<file path="config.mk">
export PLATFORM = sky130hd
export DESIGN_NAME = subtractor_clock
export DESIGN_NICKNAME = d
export VERILOG_FILES = /design/src/rtl/sub_pkg.sv /design/src/rtl/pipe_slice.sv /design/src/rtl/subtractor_clock.sv
export SDC_FILE = /design/constraint.sdc
export NUM_CORES = 1
export LEC_CHECK = 0
export BUFFER_PORTS_ARGS = -buffer_cell sky130_fd_sc_hd__buf_2
export CAP_MARGIN = 0
export CORE_MARGIN = 2
export CORE_UTILIZATION = 45
export CTS_BUF_LIST = sky130_fd_sc_hd__clkbuf_16
export CTS_CLUSTER_SIZE = 14
export DETAILED_ROUTE_END_ITERATION = 6
export GPL_TIMING_DRIVEN = 0
export HOLD_SLACK_MARGIN = 0.1
export PLACE_DENSITY = 0.7
export RECOVER_POWER = 100
export SKIP_CTS_REPAIR_TIMING = 1
export SLEW_MARGIN = 30
export SYNTH_ARGS = -nofsm -noshare
export SYNTH_HDL_FRONTEND = slang
export SYNTH_HIERARCHICAL = 1
export SYNTH_SLANG_ARGS = --single-unit
export TNS_END_PERCENT = 30
</file>
<file path="constraint.sdc">
create_clock -name iCLK -period 2.2 [get_ports iCLK]
set_input_delay 0.22 -clock iCLK [delete_from_list [all_inputs] [get_ports iCLK]]
set_output_delay 0.22 -clock iCLK [all_outputs]
set_load 0.1 [all_outputs]
</file>
<file path="src/rtl/sub_pkg.sv">
// Shared constants and arithmetic helpers for the registered subtractor.
// Helpers work on 32-bit zero-extended operands; callers keep the low bits they need.
package sub_pkg;
  localparam int SUB_WL_DEF = 4;
  localparam int SUB_MAX_W  = 32;

  // Exact difference of two zero-extended unsigned operands; bit 32 is the sign.
  function automatic logic [32:0] sub_diff(input logic [31:0] a, input logic [31:0] b);
    return {1'b0, a} - {1'b0, b};
  endfunction

  // Magnitude of an exact 33-bit two's-complement difference.
  function automatic logic [31:0] sub_mag(input logic [32:0] d);
    return d[32] ? (~d[31:0] + 32'd1) : d[31:0];
  endfunction
endpackage

</file>
<file path="src/rtl/pipe_slice.sv">
// Generic valid/data pipeline register: valid follows in_vld on ld, data loads only with valid.
// Latency 1; ld is the stage-advance qualifier computed by the owner.
module pipe_slice #(
  parameter int W = 8
) (
  input  logic         iCLK,
  input  logic         iRSTn,
  input  logic         ld,
  input  logic         in_vld,
  input  logic [W-1:0] in_dat,
  output logic         q_vld,
  output logic [W-1:0] q_dat
);
  always_ff @(posedge iCLK or negedge iRSTn) begin
    if (!iRSTn) begin
      q_vld <= 1'b0;
      q_dat <= '0;
    end else if (ld) begin
      q_vld <= in_vld;
      if (in_vld) q_dat <= in_dat;
    end
  end
endmodule

</file>
<file path="src/rtl/subtractor_clock.sv">
// Two-stage registered subtractor: (WL+1)-bit difference of unsigned operands, sign on oNEG.
// Latency 2 edges, one pair per clock; iREADY low stalls S2 then S1, iEN low freezes everything.
// SUBTRACTOR_ABS_EN: odata carries the magnitude (MSB 0) instead of the raw difference.
module subtractor_clock
  import sub_pkg::*;
#(
  parameter int WL = SUB_WL_DEF  // 2 <= WL < SUB_MAX_W
) (
  input  logic          iCLK,
  input  logic          iRSTn,
  input  logic          iEN,
  input  logic          iVALID,
  output logic          oREADY,
  input  logic [WL-1:0] idata1,
  input  logic [WL-1:0] idata2,
  output logic          oVALID,
  input  logic          iREADY,
  output logic [WL:0]   odata,
  output logic          oNEG
);
  localparam int PADW = SUB_MAX_W - WL;

  logic            s1_v, s2_v, s1_adv, s2_adv;
  logic [2*WL-1:0] s1_dat;
  logic [WL+1:0]   s2_dat;

  assign s2_adv = ~s2_v | iREADY;
  assign s1_adv = ~s1_v | s2_adv;
  assign oREADY = iEN & s1_adv;
  assign oVALID = s2_v;

  pipe_slice #(.W(2*WL)) u_s1 (
    .iCLK(iCLK), .iRSTn(iRSTn), .ld(iEN & s1_adv),
    .in_vld(iVALID & oREADY), .in_dat({idata1, idata2}),
    .q_vld(s1_v), .q_dat(s1_dat)
  );

  logic [32:0]        full_diff;
  logic [PADW-1:0]    diff_unused;
  logic [WL:0]        diff;
  logic [WL:0]        res;

  assign full_diff = sub_diff({{PADW{1'b0}}, s1_dat[2*WL-1:WL]}, {{PADW{1'b0}}, s1_dat[WL-1:0]});
  assign {diff_unused, diff} = full_diff;

`ifdef SUBTRACTOR_ABS_EN
  logic [SUB_MAX_W-WL-1:0] mag_unused;
  logic [WL-1:0]           mag;
  assign {mag_unused, mag} = sub_mag(full_diff);
  assign res = {1'b0, mag};
`else
  assign res = diff;
`endif

  pipe_slice #(.W(WL+2)) u_s2 (
    .iCLK(iCLK), .iRSTn(iRSTn), .ld(iEN & s2_adv),
    .in_vld(s1_v), .in_dat({diff[WL], res}),
    .q_vld(s2_v), .q_dat(s2_dat)
  );

  assign odata = s2_dat[WL:0];
  assign oNEG  = s2_dat[WL+1];
endmodule
</file>
==> reports/results.txt, run 1 <==
outcome: completed
mux share of post-synthesis cell area: 20.8%
largest net degree at the start of global routing: 17
nets@finish: 101
Rows: 14
placed instance count: 93
highest metal used: met4
RSZ-0062 raised after global routing: false
number of setup violations in the final report: 0
fill count: 139
Ant. Diodes: 0
wire per inst: 12.3 um
port buffer count: 20
net count after synthesis: 75
highest-count cells in the layout ignoring fill and taps: dfrtp_1, mux2_2, buf_2, inv_1, clkbuf_1
area leader, netlist: dfrtp_1
footprint of the multi-input gates: 328 um2
core area: 0.00154 mm2
Mapped Avg Cell Area: 13.3 um2
M1 WL: 498 um
CTS H-tree lvls: 1
Worst path max stage delay: 0.48 ns
Post-Synth Simple-Gate Area: 4.79%
minimum clock period: 1.74 ns
maximum clock path buffer count: 2
gpl congestion: 0.700
mapped cell area: 757 um2
Synth Area in Compound Gates: 5.95%
sequential fraction of the synthesis area: 52.9%
Reg area: 404 um2
Overflow after GRT: 0
final hold vios: 0
largest family of logic cells by synthesized area: multiplexers
Final Non-Filler Cells: 98
Synth Area in Adders: 9.26%
Clock transition at path regs: 0.05 ns
io pins: 21
Initial DRC Count: 3
Layout area overhead: 26.9%
initial antenna violation count: 0
Die Ht: 45.0 um
die area: 0.00203 mm2
drt first pass iters: 3
Clk Latency, worst-skew pair: 0.24 ns
Crit. Startpoint: u_s2/q_vld
R2R Path Start: u_s2/q_vld
DRC viols: 0
fin. max-slew vios: 0
r2r setup slk: 0.51 ns
cell count after synthesis: 57
Clock Tree Root: clkbuf_16
Die Width: 45.0 um
final worst clock skew: 0.00309 ns
crit path launch type: register
WL met2: 623 um
critical path class: reg2out
Via density: 4.96
via count: 486
count of antenna-violating nets left after detailed routing: 0
period utilization: 78.9%
max_cap viols: 0
fmax: 0.576 GHz
Worst Slack Setup Final: 0.464 ns
met3 WL post-DR: 69 um
Synth Warn #: 6
CP Capture Type: primary output
first-pass GRT wire length: 2170 um
worst-path fanout max: 4
relative slew slack: 22.6%
CTS buffer count: 3
type of the tightest min-delay check: in2reg
register bit total from synthesis: 16
worst slew pin tran: 1.17 ns
drt total wl: 1210 um
CTS tree: yes
vias in the first global route: 513
CP required: 1.98 ns
pre-CTS WS: 0.533 ns
most common cell after layout, fill and taps aside: dfrtp_1
Distinct cells, synth: 17
HP Start: idata1[2]
Yosys top cell area share: 52.9%
# clock sinks: 16
Initial Utilization: 49.1%
Slowest cell on crit path: clkbuf_2
top post-synthesis cells by area: dfrtp_1, mux2_2, ha_1, inv_1, fa_1
ratio of cells with drive above 1 in the final layout: 39.0%
Synth Area in XOR/XNOR: 2.31%
Sum Neg Setup Slack: 0 ns
GRT Total Usage: 15.6%
Worst Path Arrival: 1.52 ns
cell chain of the critical path: nor2b_1 > a21boi_4 > clkbuf_2
## critical path, delay by kind of cell (launching register included)
kind | cells | cell delay [ns]
buffers and inverters | 1 | 0.48
flip-flops | 1 | 0.47
AND/OR/NAND/NOR | 1 | 0.17
AO/OA/AOI/OAI | 1 | 0.16
## state kept, by name (all words and copies together), names as in the netlist
| register | flops |
|---|---|
| u_s2/q_dat | 6 |
| u_s2/q_vld | 1 |
| u_s1/q_dat | 8 |
| u_s1/q_vld | 1 |
## cell usage after synthesis
cell and n:
dfrtp_1 16, mux2_2 14, inv_1 8, ha_1 4, nor2b_1 2, o21ai_0 2
a21boi_1 1, a21o_1 1, a21o_2 1, a21oi_1 1, a31oi_1 1, and2_1 1
fa_1 1, nand2_2 1, nand2_4 1, xnor2_1 1, xor2_1 1
## layout make-up
cell class              instances  area share [%]
clock inverters                 1           0.391
well taps                      16            2.08
clock buffers                   3            7.81
inverters                       8            3.12
multi-input cells              33            34.1
flip-flops and latches         16            42.1
repair buffers                 21            10.4
## cells by family after synthesis
| logic type | Yosys count |
|---|---|
| flops | 16 |
| mux | 14 |
| buf+inv | 8 |
| compound gates | 7 |
| fa+ha+maj | 5 |
| simple gates | 5 |
| xor+xnor | 2 |
## routing by layer
layer  vias up  global-route usage [%]
li1        240                       -
met4         0                    8.82
met1       230                    19.6
met2        14                    24.6
met3         2                    3.60
met5         -                       0
## metrics by stage
| stage | hold slack (ns) | area, um2 | util [%] |
|---|---|---|---|
| 2_1_floorplan | -0.0756 | 782 | - |
| 3_3_place_gp | 0.149 | 902 | 58.5 |
| 3_5_place_dp | 0.148 | 902 | 58.5 |
| 4_1_cts | -0.113 | 981 | 63.6 |
| 5_1_grt | 0.207 | 961 | 62.3 |
| 6_report | 0.205 | 961 | 62.3 |
## worst paths after layout
| path | to | cells past startpoint |
|---|---|---|
| max | oREADY | 3 |
| min | u_s1/q_dat[6] | 2 |
| max reg2reg | u_s1/q_dat[0] | 5 |
| min reg2reg | u_s2/q_dat[4] | 1 |
| max in group asynchronous | u_s2/q_vld | 2 |
| min in group asynchronous | u_s2/q_dat[4] | 2 |
Power of run 1 is left out: the tool's default activity adds up to more than one toggle a clock period on the data nets, which glitch-free logic cannot reach.
==> run 2: changes to the inputs <==
- clock period: 2.2 -> 1.7 ns (I/O delays scaled with it)
==> reports/results.txt, run 2 (synthesis results as in run 1) <==
outcome: completed (unchanged)
Die Ht: 45.0 um (unchanged)
count of antenna-violating nets left after detailed routing: 0 (unchanged)
highest-count cells in the layout ignoring fill and taps: dfrtp_1, mux2_2, buf_2, inv_1, clkbuf_2 (was dfrtp_1, mux2_2, buf_2, inv_1, clkbuf_1)
Ant. Diodes: 0 (unchanged)
first-pass GRT wire length: 2170 um (unchanged)
max FFs per register: 8 (unchanged)
final hold vios: 0 (unchanged)
CP required: 1.53 ns (was 1.98 ns)
relative slew slack: 45.3% (was 22.6%)
P per Cell Area: 2080 mW/mm2
CTS buffer count: 3 (unchanged)
Clock Tree Root: clkbuf_16 (unchanged)
Sum Neg Setup Slack: 0 ns (unchanged)
Die Width: 45.0 um (unchanged)
HP Start: idata1[2] (unchanged)
via count: 483 (was 486)
gpl congestion: 0.700 (unchanged)
maximum clock path buffer count: 2 (unchanged)
CTS tree: yes (unchanged)
placed instance count: 93 (unchanged)
GRT Total Usage: 15.6% (unchanged)
Clk Latency, worst-skew pair: 0.25 ns (was 0.24 ns)
nets@finish: 101 (unchanged)
Placed Area: 902 um2 (unchanged)
fmax: 0.633 GHz
Most flops, register: u_s1/q_dat (unchanged)
DRC viols: 0 (unchanged)
largest net degree at the start of global routing: 17 (unchanged)
most common cell after layout, fill and taps aside: dfrtp_1 (unchanged)
Crit. Startpoint: u_s2/q_vld (unchanged)
RSZ-0062 raised after global routing: false (unchanged)
Initial Utilization: 49.1% (unchanged)
# clock sinks: 16 (unchanged)
Design Power: 2060 uW
core area: 0.00154 mm2 (unchanged)
worst-path fanout max: 4 (unchanged)
drt first pass iters: 4 (was 3)
Rows: 14 (unchanged)
worst IR drop on VDD: 0.964 mV
fill count: 128 (was 139)
fin area: 995 um2 (was 961 um2)
drt total wl: 1250 um (was 1210 um)
minimum clock period: 1.58 ns
Via density: 4.93 (was 4.96)
crit path launch type: register (unchanged)
wire per inst: 12.7 um (was 12.3 um)
CP Capture Type: primary output (unchanged)
Reg area: 404 um2 (unchanged)
Final Non-Filler Cells: 98 (unchanged)
worst slew pin tran: 0.821 ns (was 1.17 ns)
Clock transition at path regs: 0.05 ns (about the same)
final worst clock skew: 0.00394 ns (was 0.00309 ns)
Layout area overhead: 31.4% (was 26.9%)
port buffer count: 20 (unchanged)
CTS H-tree lvls: 1 (unchanged)
Initial DRC Count: 5 (was 3)
P_leak: 0.000496 uW
Overflow after GRT: 0 (unchanged)
Hold WS: 0.154 ns (was 0.205 ns)
vias in the first global route: 513 (unchanged)
io pins: 21 (unchanged)
initial antenna violation count: 0 (unchanged)
number of setup violations in the final report: 0 (unchanged)
critical path class: reg2out (unchanged)
fin. max-slew vios: 0 (unchanged)
biggest regs: u_s1/q_dat (8), u_s2/q_dat (6) (unchanged)
type of the tightest min-delay check: in2reg (unchanged)
R2R Path Start: u_s2/q_vld (unchanged)
max_cap viols: 0 (unchanged)
Worst Path Arrival: 1.41 ns (was 1.52 ns)
die area: 0.00203 mm2 (unchanged)
ratio of cells with drive above 1 in the final layout: 52.4% (was 39.0%)
period utilization: 92.9%
footprint of the multi-input gates: 350 um2 (was 328 um2)
run 2: final timing paths:
path	to	slack (ns)	cells past startpoint
setup / recovery	oREADY	0.12	3
setup reg to reg	u_s1/q_dat[0]	0.14	5
hold reg to reg	u_s2/q_dat[4]	0.50	1
hold / removal	u_s1/q_dat[6]	0.15	2
min in group asynchronous	u_s2/q_dat[4]	0.55	2
max in group asynchronous	u_s2/q_vld	0.56	2
run 2: power by group:
| group | internal, uW | switching, uW | leakage, uW |
|---|---|---|---|
| clock network | 312 | 142 | 0.0000385 |
| registers | 507 | 66.2 | 0.000190 |
| logic | 270 | 768 | 0.000267 |
| total | 1090 | 976 | 0.000496 |
run 2: routing by layer:
| layer | GRT usage, % | wire (um) |
|---|---|---|
| met5 | 0 | 0 |
| met1 | 19.6 | 524 |
| met2 | 24.6 | 642 |
| met3 | 3.60 | 60 |
| met4 | 8.82 | 18 |
run 2: stage by stage:
stage | utilization, % | worst slack, ns
after floorplan | - | -0.519
after global placement | 58.5 | 0.0556
after detailed placement | 58.5 | 0.0329
after CTS | 63.6 | -0.00729
after global routing | 64.5 | 0.0223
final | 64.5 | 0.120
run 2: critical path, cell delays in order (launching register included):
cell and delay, ns:
dfrtp_4 0.47, nor2b_1 0.17, a21boi_4 0.17, clkbuf_4 0.36
run 2: final cells by class:
type | instances | area share (%)
well taps | 16 | 2.01
flip-flops and latches | 16 | 40.6
clock buffers | 3 | 7.55
repair buffers | 21 | 11.2
clock inverters | 1 | 0.377
inverters | 8 | 3.02
multi-input cells | 33 | 35.2
(Power assumes the default switching activity.)
==> run 3: changes to the inputs <==
- ABC_AREA: unset -> 1
- PLACE_DENSITY: 0.7 -> 0.69
==> reports/results.txt, run 3 <==
drt total wl: 1580 um (was 1250 um)
CP Capture Type: primary output (unchanged)
GRT Total Usage: 17.2% (was 15.6%)
CTS H-tree lvls: 1 (unchanged)
io pins: 21 (unchanged)
WL met2: 812 um (was 642 um)
top post-synthesis cells by area: dfrtp_1, nand2_1, nand3_1, ha_1, inv_1 (was dfrtp_1, mux2_2, ha_1, inv_1, fa_1)
register bit total from synthesis: 16 (unchanged)
Die Width: 46.8 um (was 45.0 um)
area leader, netlist: dfrtp_1 (unchanged)
highest-count cells in the layout ignoring fill and taps: nand2_1, nand3_1, dfrtp_1, inv_1, buf_2 (was dfrtp_1, mux2_2, buf_2, inv_1, clkbuf_2)
period utilization: 95.3% (was 92.9%)
Clock Tree Root: clkbuf_16 (unchanged)
fin. max-slew vios: 0 (unchanged)
Yosys top cell area share: 48.5% (was 52.9%)
Sum Neg Setup Slack: 0 ns (unchanged)
fill count: 174 (was 128)
CTS tree: yes (unchanged)
# clock sinks: 16 (unchanged)
Initial DRC Count: 8 (was 5)
Die Ht: 46.8 um (was 45.0 um)
fmax: 0.617 GHz (was 0.633 GHz)
Clk Latency, worst-skew pair: 0.24 ns (was 0.25 ns)
gpl congestion: 0.740 (was 0.700)
DRC viols: 0 (unchanged)
Psw: 967 uW (was 976 uW)
cell chain of the critical path: a31oi_4 > buf_2 (was nor2b_1 > a21boi_4 > clkbuf_4)
initial antenna violation count: 0 (unchanged)
Synth Warn #: 6 (unchanged)
Placed Area: 976 um2 (was 902 um2)
Post-synth EDFFs: 0 (unchanged)
worst-path fanout max: 10 (was 4)
Clk pwr share: 22.9% (was 22.0%)
ratio of cells with drive above 1 in the final layout: 23.3% (was 52.4%)
Hold WS: 0.157 ns (was 0.154 ns)
nets@finish: 139 (was 101)
HP Start: idata2[0] (was idata1[2])
Crit path max-delay family: flip-flops (unchanged)
R2R Path Start: u_s1/q_dat[4] (was u_s2/q_vld)
Initial Utilization: 47.8% (was 49.1%)
critical path class: reg2out (unchanged)
biggest regs: u_s1/q_dat (8), u_s2/q_dat (6) (unchanged)
largest net degree at the start of global routing: 17 (unchanged)
Ant. Diodes: 0 (unchanged)
relative slew slack: 45.2% (was 45.3%)
outcome: completed (unchanged)
Rows: 15 (was 14)
net count after synthesis: 113 (was 75)
met3 WL post-DR: 50 um (was 60 um)
via count: 691 (was 483)
cell count after synthesis: 95 (was 57)
drt first pass iters: 4 (unchanged)
most common cell after layout, fill and taps aside: nand2_1 (was dfrtp_1)
max_cap viols: 0 (unchanged)
combinational share of power: 48.2% (was 50.3%)
vias in the first global route: 615 (was 513)
sequential fraction of the synthesis area: 48.5% (was 52.9%)
Reg power frac: 28.9% (was 27.8%)
Clock transition at path regs: 0.05 ns (about the same)
first-pass GRT wire length: 2600 um (was 2170 um)
type of the tightest min-delay check: in2reg (unchanged)
Net Sw Frac: 49.5% (was 47.3%)
CP required: 1.53 ns (about the same)
max FFs per register: 8 (unchanged)
final hold vios: 0 (unchanged)
wire per inst: 10.9 um (was 12.7 um)
worst IR drop on VDD: 0.660 mV (was 0.964 mV)
ys async rst share: 100% (unchanged)
Worst Path Arrival: 1.45 ns (was 1.41 ns)
mapped cell area: 826 um2 (was 757 um2)
top-count cell post-synth: nand2_1 (was dfrtp_1)
worst slew pin tran: 0.821 ns (about the same)
minimum clock period: 1.62 ns (was 1.58 ns)
M1 WL: 686 um (was 524 um)
CTS buffer count: 3 (unchanged)
CP Buf/Inv Count: 1 (unchanged)
die area: 0.00219 mm2 (was 0.00203 mm2)
Final Util: 60.1% (was 64.5%)
Overflow after GRT: 0 (unchanged)
fin area: 0.00104 mm2 (was 995 um2)
reg2reg path depth: 9 (was 5)
Worst Hold Endpoint: u_s1/q_dat[0] (was u_s1/q_dat[6])
Layout area overhead: 25.8% (was 31.4%)
P_int: 988 uW (was 1090 uW)
RSZ-0062 raised after global routing: false (unchanged)
hpwl dp: 1130 um
Worst path max stage delay: 0.49 ns (was 0.47 ns)
count of antenna-violating nets left after detailed routing: 0 (unchanged)
maximum clock path buffer count: 2 (unchanged)
prevailing post-synth register cell: dfrtp_1 (unchanged)
pre-CTS WS: 0.109 ns (was 0.0329 ns)
core area: 0.00173 mm2 (was 0.00154 mm2)
highest metal used: met4 (unchanged)
P per Cell Area: 1880 mW/mm2 (was 2080 mW/mm2)
Crit Reg-Reg Endpoint: u_s2/q_dat[4] (was u_s1/q_dat[0])
port buffer count: 20 (unchanged)
Via density: 4.77 (was 4.93)
r2r setup slk: 0.15 ns (was 0.14 ns)
Most flops, register: u_s1/q_dat (unchanged)
Slowest cell on crit path: dfrtp_1 (was dfrtp_4)
Distinct cells, synth: 17 (unchanged)
crit path launch type: register (unchanged)
P_leak: 0.000576 uW (was 0.000496 uW)
Worst Slack Setup Final: 0.0796 ns (was 0.120 ns)
cell depth of the worst hold path: 3 (was 2)
most common library cells after synthesis: nand2_1, nand3_1, dfrtp_1 (was dfrtp_1, mux2_2, inv_1)
Mapped Avg Cell Area: 8.69 um2 (was 13.3 um2)
final worst clock skew: 0.00297 ns (was 0.00394 ns)
number of setup violations in the final report: 0 (unchanged)
run 3: changes by cell type after synthesis, sizes merged, moves of 2 or more:
| cell | delta |
|---|---|
| a21o | -2 |
| a21oi | +2 |
| buf | +3 |
| inv | +3 |
| mux2 | -14 |
| nand2 | +31 |
| nand3 | +17 |
| nor2 | +2 |
| nor2b | -2 |
run 3: how the worst max path moves through the flow:
stage	slack, ns	end	cells after the start	start
CTS	0.08	oREADY	2	u_s1/q_vld
global placement	0.14	u_s2/q_dat[4]	9	u_s1/q_dat[4]
finish	0.08	oREADY	2	u_s1/q_vld
floorplan	-0.1	u_s1/q_dat[5]	5	u_s2/q_vld
global route	0.02	u_s2/q_dat[5]	9	u_s1/q_dat[4]
detailed placement	0.11	u_s2/q_dat[4]	9	u_s1/q_dat[4]
run 3: worst min-delay path: cells and delay by family:
kind,cells,cell delay [ns]
and+or+nand+nor,2,0.12
buffers and inverters,1,0.08
run 3: routing by layer:
| metal | GRT usage [%] | vias up |
|---|---|---|
| met2 | 29.6 | 15 |
| met5 | 0 | - |
| met4 | 10.0 | 0 |
| met3 | 3.46 | 4 |
| met1 | 19.7 | 316 |
| li1 | - | 356 |
run 3: cell type report:
type | count | area, um2 | area share [%]
plain buffers | 3 | 20.0 | 1.93
clock buffers | 3 | 75.1 | 7.23
clock inverters | 1 | 3.75 | 0.361
inverters | 11 | 41.3 | 3.98
multi-input cells | 65 | 354 | 34.1
flip-flops and latches | 16 | 404 | 38.9
well taps | 25 | 31.3 | 3.01
repair buffers | 21 | 109 | 10.5
run 3: cell families (layout without fill, tap and decap cells):
group / after synthesis / count (layout) / synth area share (%)
AOI/OAI and AO/OA: 6 / 6 / 4.24
and+or+nand+nor: 53 / 53 / 28.9
DFF: 16 / 16 / 48.5
buffers and inverters: 14 / 39 / 8.79
xor gates and xnor gates: 1 / 1 / 1.06
adders and majority gates: 5 / 5 / 8.49
run 3: through the flow:
step,instances,power (uW)
final,145,1950
after CTS,144,1990
after global routing,145,2080
after detailed placement,140,1510
after global placement,140,1500
after floorplan,95,1360
run 3: power groups by stage:
stage	clock network [uW]	registers (uW)	logic, uW
2_1_floorplan	0	1090	264
3_3_place_gp	0	563	933
3_5_place_dp	0	569	945
4_1_cts	463	564	958
5_1_grt	480	582	1020
6_report	447	565	943
